File: src/rtl/min_max_pkg.sv
// Shared types and helpers for the sequential min/max finder.
// The state encoding is one-hot so each bit maps directly onto a state flag output.
package min_max_pkg;

    typedef enum logic [2:0] {
        INIT = 3'b001,
        COMP = 3'b010,
        DONE = 3'b100
    } state_t;

    localparam int ST_INIT_BIT = 0;
    localparam int ST_COMP_BIT = 1;
    localparam int ST_DONE_BIT = 2;

    // Width of an index that can address n operands.
    function automatic int idx_width(input int n);
        return $clog2(n);
    endfunction

endpackage

File: src/rtl/min_max_cmp.sv
// Combinational magnitude compare of a against b.
// The compare is signed or unsigned depending on signed_mode.
module min_max_cmp #(
    parameter int W = 8
) (
    input  logic [W-1:0] a,
    input  logic [W-1:0] b,
    input  logic         signed_mode,
    output logic         gt,
    output logic         lt
);

    always_comb begin
        if (signed_mode) begin
            gt = $signed(a) > $signed(b);
            lt = $signed(a) < $signed(b);
        end else begin
            gt = a > b;
            lt = a < b;
        end
    end

endmodule

File: src/rtl/min_max_finder_n.sv
// Sequential extremum finder: latches N operands on start, scans one per clock,
// then holds max/min, their indices and the scan cycle count until acknowledged.
module min_max_finder_n
    import min_max_pkg::*;
#(
    parameter int W  = 8,
    parameter int N  = 8,
    parameter int IW = idx_width(N)
) (
    input  logic            clk,
    input  logic            reset,
    input  logic            start,
    input  logic            ack,
    input  logic            signed_mode,
    input  logic [N*W-1:0]  data_in,
    output logic [W-1:0]    max,
    output logic [W-1:0]    min,
    output logic [IW-1:0]   max_idx,
    output logic [IW-1:0]   min_idx,
    output logic [IW:0]     cycles,
    output logic            Done,
    output logic            Qi,
    output logic            Qc,
    output logic            Qd
);

    localparam logic [IW-1:0] LAST_IDX = IW'(N - 1);

    state_t         r_state;
    state_t         w_next;
    logic [W-1:0]   r_ops [N];
    logic           r_signed;
    logic [W-1:0]   r_max;
    logic [W-1:0]   r_min;
    logic [IW-1:0]  r_max_idx;
    logic [IW-1:0]  r_min_idx;
    logic [IW-1:0]  r_idx;
    logic [IW:0]    r_cycles;

    logic [W-1:0]   w_cur;
    logic           w_last;
    logic           w_load;
    logic           w_gt_max;
    logic           w_lt_min;
    logic           w_unused_max_lt;
    logic           w_unused_min_gt;

    assign w_cur  = r_ops[r_idx];
    assign w_last = (r_idx == LAST_IDX);
    assign w_load = (r_state == INIT) && start;

    min_max_cmp #(.W(W)) u_cmp_max (
        .a           (w_cur),
        .b           (r_max),
        .signed_mode (r_signed),
        .gt          (w_gt_max),
        .lt          (w_unused_max_lt)
    );

    min_max_cmp #(.W(W)) u_cmp_min (
        .a           (w_cur),
        .b           (r_min),
        .signed_mode (r_signed),
        .gt          (w_unused_min_gt),
        .lt          (w_lt_min)
    );

    // Handshake: start is honoured only in INIT and ack only in DONE; Done stays
    // high with results frozen until ack, and ack beats a simultaneous start.
    always_ff @(posedge clk) begin
        if (reset) begin
            r_state <= INIT;
        end else begin
            r_state <= w_next;
        end
    end

    always_comb begin
        w_next = r_state;
        unique case (r_state)
            INIT:    if (start)  w_next = COMP;
            COMP:    if (w_last) w_next = DONE;
            DONE:    if (ack)    w_next = INIT;
            default: w_next = INIT;
        endcase
    end

    // Operand capture needs no reset: it is always loaded before it is read.
    always_ff @(posedge clk) begin
        if (w_load) begin
            for (int k = 0; k < N; k++) begin
                r_ops[k] <= data_in[k*W +: W];
            end
            r_signed <= signed_mode;
        end
    end

    always_ff @(posedge clk) begin
        if (reset) begin
            r_max     <= '0;
            r_min     <= '0;
            r_max_idx <= '0;
            r_min_idx <= '0;
            r_idx     <= '0;
            r_cycles  <= '0;
        end else if (w_load) begin
            r_max     <= data_in[W-1:0];
            r_min     <= data_in[W-1:0];
            r_max_idx <= '0;
            r_min_idx <= '0;
            r_idx     <= IW'(1);
            r_cycles  <= '0;
        end else if (r_state == COMP) begin
            // Strict compares keep the earliest index on ties.
            if (w_gt_max) begin
                r_max     <= w_cur;
                r_max_idx <= r_idx;
            end
            if (w_lt_min) begin
                r_min     <= w_cur;
                r_min_idx <= r_idx;
            end
            r_cycles <= r_cycles + 1'b1;
            if (!w_last) begin
                r_idx <= r_idx + 1'b1;
            end
        end
    end

    assign max     = r_max;
    assign min     = r_min;
    assign max_idx = r_max_idx;
    assign min_idx = r_min_idx;
    assign cycles  = r_cycles;
    assign Qi      = r_state[ST_INIT_BIT];
    assign Qc      = r_state[ST_COMP_BIT];
    assign Qd      = r_state[ST_DONE_BIT];
    assign Done    = Qd;

endmodule

File: config.mk
export PLATFORM = sky130hd
export DESIGN_NAME = min_max_finder_n
export DESIGN_NICKNAME = d
export VERILOG_FILES = /design/src/rtl/min_max_pkg.sv /design/src/rtl/min_max_cmp.sv /design/src/rtl/min_max_finder_n.sv
export SDC_FILE = /design/constraint.sdc
export NUM_CORES = 1
export LEC_CHECK = 0
export ABC_AREA = 1
export ABC_CLOCK_PERIOD_IN_PS = 6700
export BUFFER_PORTS_ARGS = -buffer_cell sky130_fd_sc_hd__buf_2
export CAP_MARGIN = 25
export CORE_MARGIN = 1.5
export CORE_UTILIZATION = 50
export DETAILED_ROUTE_END_ITERATION = 8
export HOLD_SLACK_MARGIN = 0.02
export PLACE_DENSITY = 0.75
export SLEW_MARGIN = 20
export SYNTH_ARGS = -nofsm -noshare
export SYNTH_HDL_FRONTEND = slang
export SYNTH_SLANG_ARGS = --single-unit
File: constraint.sdc
create_clock -name clk -period 6.7 [get_ports clk]
set_input_delay 0.335 -clock clk [delete_from_list [all_inputs] [get_ports clk]]
set_output_delay 0.335 -clock clk [all_outputs]
set_load 0.01 [all_outputs]
==> impl_metrics.tcl, run 1 <==
set metrics [dict create \
    status "finished, final reports clean" \
    cts-resized-gates 0 \
    clockBufferDepth 2 \
    path_cells "inv_2 -> nor2_1 -> o21ai_0 -> a31oi_1 -> ha_1 -> a21oi_1 -> o21ai_0 -> nand3_1 -> o211ai_1 -> or2_2 -> nand3_1 -> nand2_2 -> clkinv_2 -> o21ai_0 -> a21oi_1" \
    drive_gt1_share_pct 24.9 \
    cts_tree "built" \
    slew_headroom_pct 37.0 \
    synthMuxAreaShare_pct 0 \
    synth_xor_area_share_pct 0.202 \
    core_um2 8300 \
    cts_buffers 9 \
    synth.most_common_cell "nor2_1" \
    synthDistinctLibCells 33 \
    crit_fanout 19 \
    antenna_cells 0 \
    dp.final_hpwl_um 6520 \
    synth_area_leader_cell "edfxtp_1" \
    final_area_um2 5100 \
    fin_ws_ps 3260 \
    p_leak_nw 2.22 \
    grt_first_pass_wirelength_um 14700 \
    synthTopCellsByArea "edfxtp_1, dfxtp_1, nor2_1" \
    synth_warnings 0 \
    cts.hold.buffers_added 0 \
    die_y_um 96.2 \
    synthArstFlopShare_pct 0 \
    seq_area_um2 2590 \
    dr.pass1.iters 5 \
    cts_sinks 97 \
    syn_to_final_growth_pct 17.5 \
    yosys.area_share.simple_pct 16.1 \
    power.total_mw 2.62 \
    synth_compound_area_share_pct 11.9 \
    syn_area_per_cell_um2 9.82 \
    place_ws_ps 3360 \
    fin_skew_ps 8.83 \
    globalplace.congestion 0.971 \
    cp_common_cell "o21ai_0" \
    max_freq_mhz 290 \
    hold_ws_ps 142 \
    drc 0 \
    drt_iter0_markers 189 \
    rsz0062_at_grt "false" \
    vias 3404 \
    tns_ps 0 \
    grt_max_degree 77 \
    synth_flop_cell "edfxtp_1" \
    io_buffers 98 \
    wl_per_cell_um 14.4 \
    synth_edf_count 65 \
    cts_setup_buffers 0 \
    hold_viol_final 0 \
    synth_cells 442 \
    power_density_nw_per_um2 513 \
    worst_setup_path_start_kind "flop" \
    pin_count 99 \
    tightestPinTransition_ps 946 \
    synth_top_family_by_area "simple AND/OR/NAND/NOR gates" \
    synth_top_area_share_pct 45.0 \
    row_count 33 \
    synth_common_cells "nor2_1, edfxtp_1, nand2_1" \
    hold_path_class "primary input to flop" \
    path_clk_slew_ps 90 \
    initial_core_util_pct 52.3 \
    critPathArrivalTime_ps 3730 \
    setup_viol 0 \
    worst-setup-path-type "flop to flop" \
    gr-usage-all-layers_pct 21.5 \
    synth.net_count 529 \
    maxCapViolations 0 \
    detailed_place.area_um2 4860 \
    irDropWorstVdd_mv 0.258 \
    cp.required_ps 6990 \
    antenna_found_initial 0 \
    seq_area_frac_synth_pct 59.7 \
    die-area_um2 9250 \
    grt_pass1_vias 3151 \
    final_antenna_net_count 0 \
    h-tree-depth 3 \
    synthAdderAreaFrac_pct 5.19 \
    syn_area_um2 4340 \
    viasPerCell 5.29 \
    wl_um 9300 \
    worst_path_max_delay_cell "dfxtp_1" \
    multiInputGateArea_um2 1450 \
    clk-insertion-delay-late_ps 360 \
    drv_slew 0 \
    cp_slowest_stage_delay_ps 780 \
    yosys_register_bits 97 \
    setup.worst_path.end_class "flop" \
    period_share_pct 51.4 \
    gr-total-overflow 0 \
    fin_nets 621 \
    dieWidth_um 96.2 \
    cts-root-buf "clkbuf_8" \
    fin_crit_ps 3440 \
    fillers 670 \
]
[path summary, 6_finish.rpt]
path                     from           to  slack [ps]  cells after the start
setup reg to reg     r_idx[1]       max[2]        3260                     15
setup / recovery     r_idx[1]       max[2]        3260                     15
hold reg to reg     cycles[3]    cycles[3]         480                      2
hold / removal    data_in[60]  r_ops[7][4]         140                      1
[area by class of cell]
cell class | count | share of cell area, %
Timing Repair Buffer | 100 | 9.91
Multi-Input combinational cell | 280 | 28.4
Sequential cell | 97 | 50.8
Clock buffer | 10 | 2.50
Tap cell | 105 | 2.58
Inverter | 46 | 3.56
Clock inverter | 6 | 2.26
[cell families (layout without fill, tap and decap cells)]
| logic type | Yosys count | in the layout |
|---|---|---|
| flops | 97 | 97 |
| fa+ha+maj | 18 | 18 |
| xor+xnor | 1 | 1 |
| simple gates | 164 | 164 |
| buf+inv | 65 | 162 |
| compound gates | 97 | 97 |
[where the power goes]
group          switching, mW  leakage [nW]  total [mW]  internal (mW)
clock                  0.200         0.117       0.450          0.250
sequential            0.0815         0.885        1.03          0.946
combinational          0.774          1.22        1.14          0.367
total                   1.06          2.22        2.62           1.56
[flip-flops by register name, summed over array words and instances, names as in the netlist]
register	flops
r_signed	1
cycles	4
max_idx	3
r_idx	3
max	8
min_idx	3
r_ops	64
r_state	3
min	8
[critical path, delay by kind of cell, from the launching register on]
family / cells / cell delay (ps)
and+or+nand+nor: 5 / 710
buffers and inverters: 2 / 480
AOI/OAI and AO/OA: 7 / 1070
adders and majority gates: 1 / 320
DFF: 1 / 780
[per-layer routing]
layer	vias to the layer above	part of all wire (%)	global-route usage, %
li1	1686	-	-
met1	1575	45	28.1
met2	130	47	34.8
met3	13	6.7	4.58
met4	0	1.8	8.58
met5	-	0	0
[through the flow]
step | std cells | utilization, %
finish | 644 | 61.5
global route | 644 | 61.5
CTS | 644 | 61.5
detailed placement | 628 | 58.5
global placement | 628 | 58.5
floorplan | 442 | -
[cell usage in the layout (no fill, tap or decap), types with 6 or more instances in the layout]
cell type / count
a21oi_1: 31
a31oi_1: 7
buf_2: 98
clkbuf_8: 9
dfxtp_1: 32
edfxtp_1: 65
ha_1: 18
inv_1: 36
inv_2: 6
nand2_1: 57
nand3_1: 20
nor2_1: 75
o21ai_0: 42
o21ai_1: 7
o22ai_1: 7
No activity file was read; power rests on OpenSTA's default activity.
==> run 2, diff against run 1 <==
- ABC_AREA: 1 -> 0
- ABC_CLOCK_PERIOD_IN_PS: 6700 -> 3400
- clock period: 6.7 -> 3.4 ns (I/O delays scaled with it)
==> impl_metrics.tcl, run 2 <==
set metrics [dict create \
    die-area_um2 9220 \
    hold_viol_final 0 \
    final_util_pct 69.8 \
    fillers 582 \
    syn_to_final_growth_pct 33.8 \
    setup.worst_path.end_class "flop" \
    period_share_pct 93.2 \
    clk-insertion-delay-late_ps 360 \
    core_um2 8300 \
    grt_max_degree 40 \
    detailed_place.area_um2 4930 \
    drc 0 \
    power_density_nw_per_um2 468 \
    wl_per_cell_um 17.6 \
    largest_reg_flops 64 \
    row_count 33 \
    final_antenna_net_count 0 \
    syn_area_um2 4330 \
    worst-setup-path-type "flop to flop" \
    fin_skew_ps 11.6 \
    cts_setup_buffers 0 \
    final_area_um2 5790 \
    initial_core_util_pct 52.1 \
    maxCapViolations 0 \
    grt_first_pass_wirelength_um 16100 \
    drt_iter0_markers 153 \
    synthTopCellsByArea "edfxtp_1, dfxtp_1, mux4_2" \
    gr-usage-all-layers_pct 23.9 \
    power.total_mw 2.71 \
    hold_path_class "primary input to flop" \
    cpLargestDelayFamily "compound AO/OA/AOI/OAI gates" \
    dp.final_hpwl_um 6180 \
    synth_edf_count 65 \
    io_buffers 98 \
    crit_fanout 18 \
    gr-total-overflow 0 \
    cts_tree "built" \
    tns_ps 0 \
    die_y_um 96.0 \
    p_leak_nw 2.35 \
    cts-root-buf "clkbuf_8" \
    cp_slowest_stage_delay_ps 540 \
    fin_ws_ps 230 \
    path_cells "buf_12 -> mux4_2 -> mux2i_1 -> inv_1 -> ha_1 -> a21o_1 -> a211oi_1 -> o21bai_1 -> o2bb2ai_4 -> o311ai_1" \
    min_from "data_in[3]" \
    setup_viol 0 \
    dieWidth_um 96.0 \
    largest-register "r_ops" \
    worst_path_max_delay_cell "mux4_2" \
    place_inst 503 \
    wl_um 10300 \
    rsz0062_at_grt "false" \
    critPathArrivalTime_ps 3430 \
    hold_ws_ps 40.0 \
    worst_setup_path_start_kind "flop" \
    cts_buffers 9 \
    seq_area_frac_synth_pct 59.9 \
    synth_flop_cell "edfxtp_1" \
    timing.rr.start "r_idx[0]" \
    vias 3122 \
    grt_pass1_vias 3203 \
    viasPerCell 5.36 \
    synthArstFlopShare_pct 0 \
    drv_slew 0 \
    synth_common_cells "edfxtp_1, dfxtp_1, inv_1" \
    synth.net_count 397 \
    finalNonFillerCells 582 \
    dr.pass1.iters 4 \
    h-tree-depth 3 \
    pin_count 99 \
    synth_area_leader_cell "edfxtp_1" \
    synth.most_common_cell "edfxtp_1" \
    synthDistinctLibCells 42 \
    globalplace.congestion 0.824 \
    clockBufferDepth 2 \
    layout_commonest_cell "buf_2" \
    place_ws_ps 210 \
    fin_crit_ps 3170 \
    drive_gt1_share_pct 31.7 \
    mostFrequentLayoutCells "buf_2, edfxtp_1, dlygate4sd3_1" \
    cp.required_ps 3660 \
    crit_buf_inv 2 \
    tightestPinTransition_ps 805 \
    irDropWorstVdd_mv 0.311 \
    worstSetupStartpoint "r_idx[0]" \
    max_freq_mhz 315 \
    fin_nets 559 \
    path_clk_slew_ps 100 \
    yosys_register_bits 97 \
    slew_headroom_pct 46.3 \
    syn_area_per_cell_um2 14.0 \
    antenna_found_initial 0 \
    status "finished, final reports clean" \
    synth_warnings 0 \
    synth_top_area_share_pct 45.1 \
    synth_cells 310 \
    cts_sinks 97 \
    antenna_cells 0 \
]
run 2: cell count changes in the layout (fill, tap and decap cells not counted), sizes merged, moves of 8 or more:
| cell | before | now |
|---|---|---|
| a21oi | 31 | 11 |
| dlygate4sd3 | 0 | 63 |
| inv | 45 | 27 |
| mux2i | 0 | 18 |
| mux4 | 0 | 16 |
| nand2 | 59 | 10 |
| nand3 | 21 | 1 |
| nand3b | 0 | 9 |
| nor2 | 78 | 20 |
| o21ai | 49 | 8 |
| o31ai | 0 | 8 |
run 2: cell type report:
class,instances,area [um^2],area share [%]
flip-flops and latches,97,2590,44.8
clock buffers,10,128,2.20
well taps,105,131,2.27
clock inverters,6,73.8,1.28
inverters,24,90.1,1.56
repair buffers,169,1190,20.6
multi-input cells,171,1580,27.3
run 2: path summary, 6_finish.rpt:
check | end | slack (ps) | cells past startpoint
max | min[6] | 230 | 10
min | r_ops[0][3] | 40 | 1
max reg2reg | min[6] | 230 | 10
min reg2reg | max[1] | 510 | 2
run 2: report_power, final:
group	leakage (nW)	internal (mW)	total [mW]	switching, mW
clock	0.0954	0.351	0.775	0.424
combinational	1.37	0.251	0.519	0.268
sequential	0.878	1.37	1.42	0.0438
run 2: metal layers:
layer  vias to the layer above  GRT usage (%)  part of all wire, %
li1                       1498              -                    -
met1                      1499           31.7                   44
met2                       110           39.4                   49
met3                        15           4.27                  5.3
met4                         0           8.58                  1.5
met5                         -              0                    0
run 2: kinds of logic (layout without fill, tap and decap cells):
group | Yosys count | after routing | synth area share (%)
buf+inv | 42 | 209 | 4.25
compound gates | 52 | 52 | 8.82
flops | 97 | 97 | 59.9
xor+xnor | 4 | 4 | 0.810
fa+ha+maj | 18 | 18 | 5.20
mux | 35 | 35 | 12.8
simple gates | 62 | 62 | 8.18
run 2: repair_timing:
item	4_1_cts	5_1_grt
gates resized for setup	0	6
hold buffers	63	0
setup endpoints to repair	0	6
endpoints found under the hold margin	63	0
==> run 3, diff against run 2 <==
- CORE_MARGIN: 1.5 -> 2
==> impl_metrics.tcl, run 3 (synthesis gave the netlist of run 2 again) <==
set metrics [dict create \
    status "finished, final reports clean" \
    cp.required_ps 3660 \
    grt_first_pass_wirelength_um 16000 \
    highest_layer "met4" \
    max_freq_mhz 308 \
    cts_setup_buffers 0 \
    fin_ws_ps 157 \
    antenna_found_initial 0 \
    antenna_cells 0 \
    r2r_setup_slack_ps 160 \
    largest-register "r_ops" \
    crit_buf_inv 3 \
    core_um2 8300 \
    worst_path_max_delay_cell "mux4_2" \
    fin_crit_ps 3240 \
    wl_per_cell_um 16.9 \
    cts_sinks 97 \
    layout_commonest_cell "buf_2" \
    cpLargestDelayFamily "compound AO/OA/AOI/OAI gates" \
    worst-setup-path-type "flop to flop" \
    dieWidth_um 97.0 \
    initial_core_util_pct 52.1 \
    hold_viol_final 0 \
    cp_slowest_stage_delay_ps 540 \
    setup.worst_path.end_class "flop" \
    rr_worst_depth 12 \
    timing.rr.start "r_idx[0]" \
    worstSetupStartpoint "r_idx[0]" \
    row_count 33 \
    grt_max_degree 40 \
    gr-usage-all-layers_pct 21.6 \
    setup_viol 0 \
    viasPerCell 5.36 \
    clockBufferDepth 2 \
    path_cells "buf_12 -> mux4_2 -> mux2i_2 -> inv_1 -> ha_1 -> a21o_1 -> a21oi_1 -> a21boi_0 -> o31ai_2 -> buf_4 -> nand2_1 -> o31ai_1" \
    final_util_pct 69.4 \
    gr-total-overflow 0 \
    drive_gt1_share_pct 30.7 \
    regToRegEndpoint "max[6]" \
    grt_pass1_vias 3148 \
    mostFrequentLayoutCells "buf_2, edfxtp_1, dlygate4sd3_1" \
    rsz0062_at_grt "true" \
    critPathArrivalTime_ps 3510 \
    worst_setup_path_start_kind "flop" \
    die_y_um 97.0 \
    wl_um 9810 \
    tightestPinTransition_ps 787 \
    syn_to_final_growth_pct 33.1 \
    fin_nets 557 \
    maxCapViolations 0 \
    pin_count 99 \
    cts_buffers 9 \
    dr.pass1.iters 4 \
    clk-insertion-delay-late_ps 350 \
    irDropWorstVdd_mv 0.306 \
    globalplace.congestion 0.864 \
    drv_slew 0 \
    wl_met3_um 649 \
    dp.final_hpwl_um 5940 \
    io_buffers 98 \
    hold_path_class "primary input to flop" \
    detailed_place.area_um2 4940 \
    slew_headroom_pct 47.6 \
    period_share_pct 95.4 \
    met1_length_um 4350 \
    crit_cells 12 \
    cts_tree "built" \
    place_ws_ps 122 \
    crit_fanout 20 \
    largest_reg_flops 64 \
    final_antenna_net_count 0 \
    p_leak_nw 2.33 \
    vias 3110 \
    cts-root-buf "clkbuf_8" \
    endpoint "max[6]" \
    drc 0 \
    path_clk_slew_ps 90 \
    drt_iter0_markers 171 \
    power_density_nw_per_um2 461 \
    die-area_um2 9420 \
    final_area_um2 5760 \
    dr_wl_met2_um 4620 \
    h-tree-depth 3 \
    fin_skew_ps 9.54 \
]
## run 3: changes by cell type in the layout (fill, tap and decap cells not counted), sizes merged
cell | before | now
buf | 106 | 105
dlygate4sd3 | 63 | 62
clkinv | 0 | 1
clkbuf | 10 | 12
inv | 27 | 24
## run 3: metrics by stage
| stage | TNS, ps | instances | power [mW] | hold slack, ps |
|---|---|---|---|---|
| after floorplan | 0 | 310 | 1.73 | 269 |
| after global placement | 0 | 502 | 1.87 | 346 |
| after detailed placement | 0 | 502 | 1.88 | 348 |
| after CTS | 0 | 579 | 2.65 | 26.0 |
| after global routing | -163 | 580 | 2.79 | 25.7 |
| final | 0 | 580 | 2.66 | 36.1 |
## run 3: worst register-to-register path: stages, from the launching register on
cell	delay, ps
dfxtp_1	390
buf_12	200
mux4_2	550
mux2i_2	210
inv_1	100
ha_1	300
a21o_1	180
a21oi_1	150
a21boi_0	120
o31ai_2	270
buf_4	220
nand2_1	170
o31ai_1	280
## run 3: area by class of cell
cell class	count	area (um^2)
Inverter	24	90.1
Fill cell	553	2540
Tap cell	105	131
Sequential cell	97	2590
Multi-Input combinational cell	171	1570
Clock buffer	12	135
Timing Repair Buffer	167	1190
Clock inverter	4	53.8
## run 3: per-layer routing
layer	vias up	global-route usage, %
met1	1478	29.9
met5	-	0
met2	115	34.5
met4	0	6.83
met3	19	4.48
li1	1498	-
## run 3: how the worst min path moves through the flow
stage / from / end / slack, ps / cells past startpoint
2_1_floorplan: data_in[0] / r_ops[0][0] / 270 / 0
3_3_place_gp: data_in[22] / r_ops[2][6] / 350 / 1
3_5_place_dp: data_in[55] / r_ops[6][7] / 350 / 1
4_1_cts: data_in[0] / r_ops[0][0] / 30 / 1
5_1_grt: data_in[2] / r_ops[0][2] / 30 / 1
6_report: data_in[2] / r_ops[0][2] / 40 / 1
## run 3: where the power goes
part | internal (mW) | total [mW] | switching (mW)
combinational | 0.252 | 0.516 | 0.264
sequential | 1.37 | 1.41 | 0.0415
clock | 0.343 | 0.728 | 0.385
## run 3: timing repair
item	4_1_cts	5_1_grt
hold endpoints to repair	61	1
hold buffers	61	1
setup endpoints to repair	0	21
resized for setup	0	4
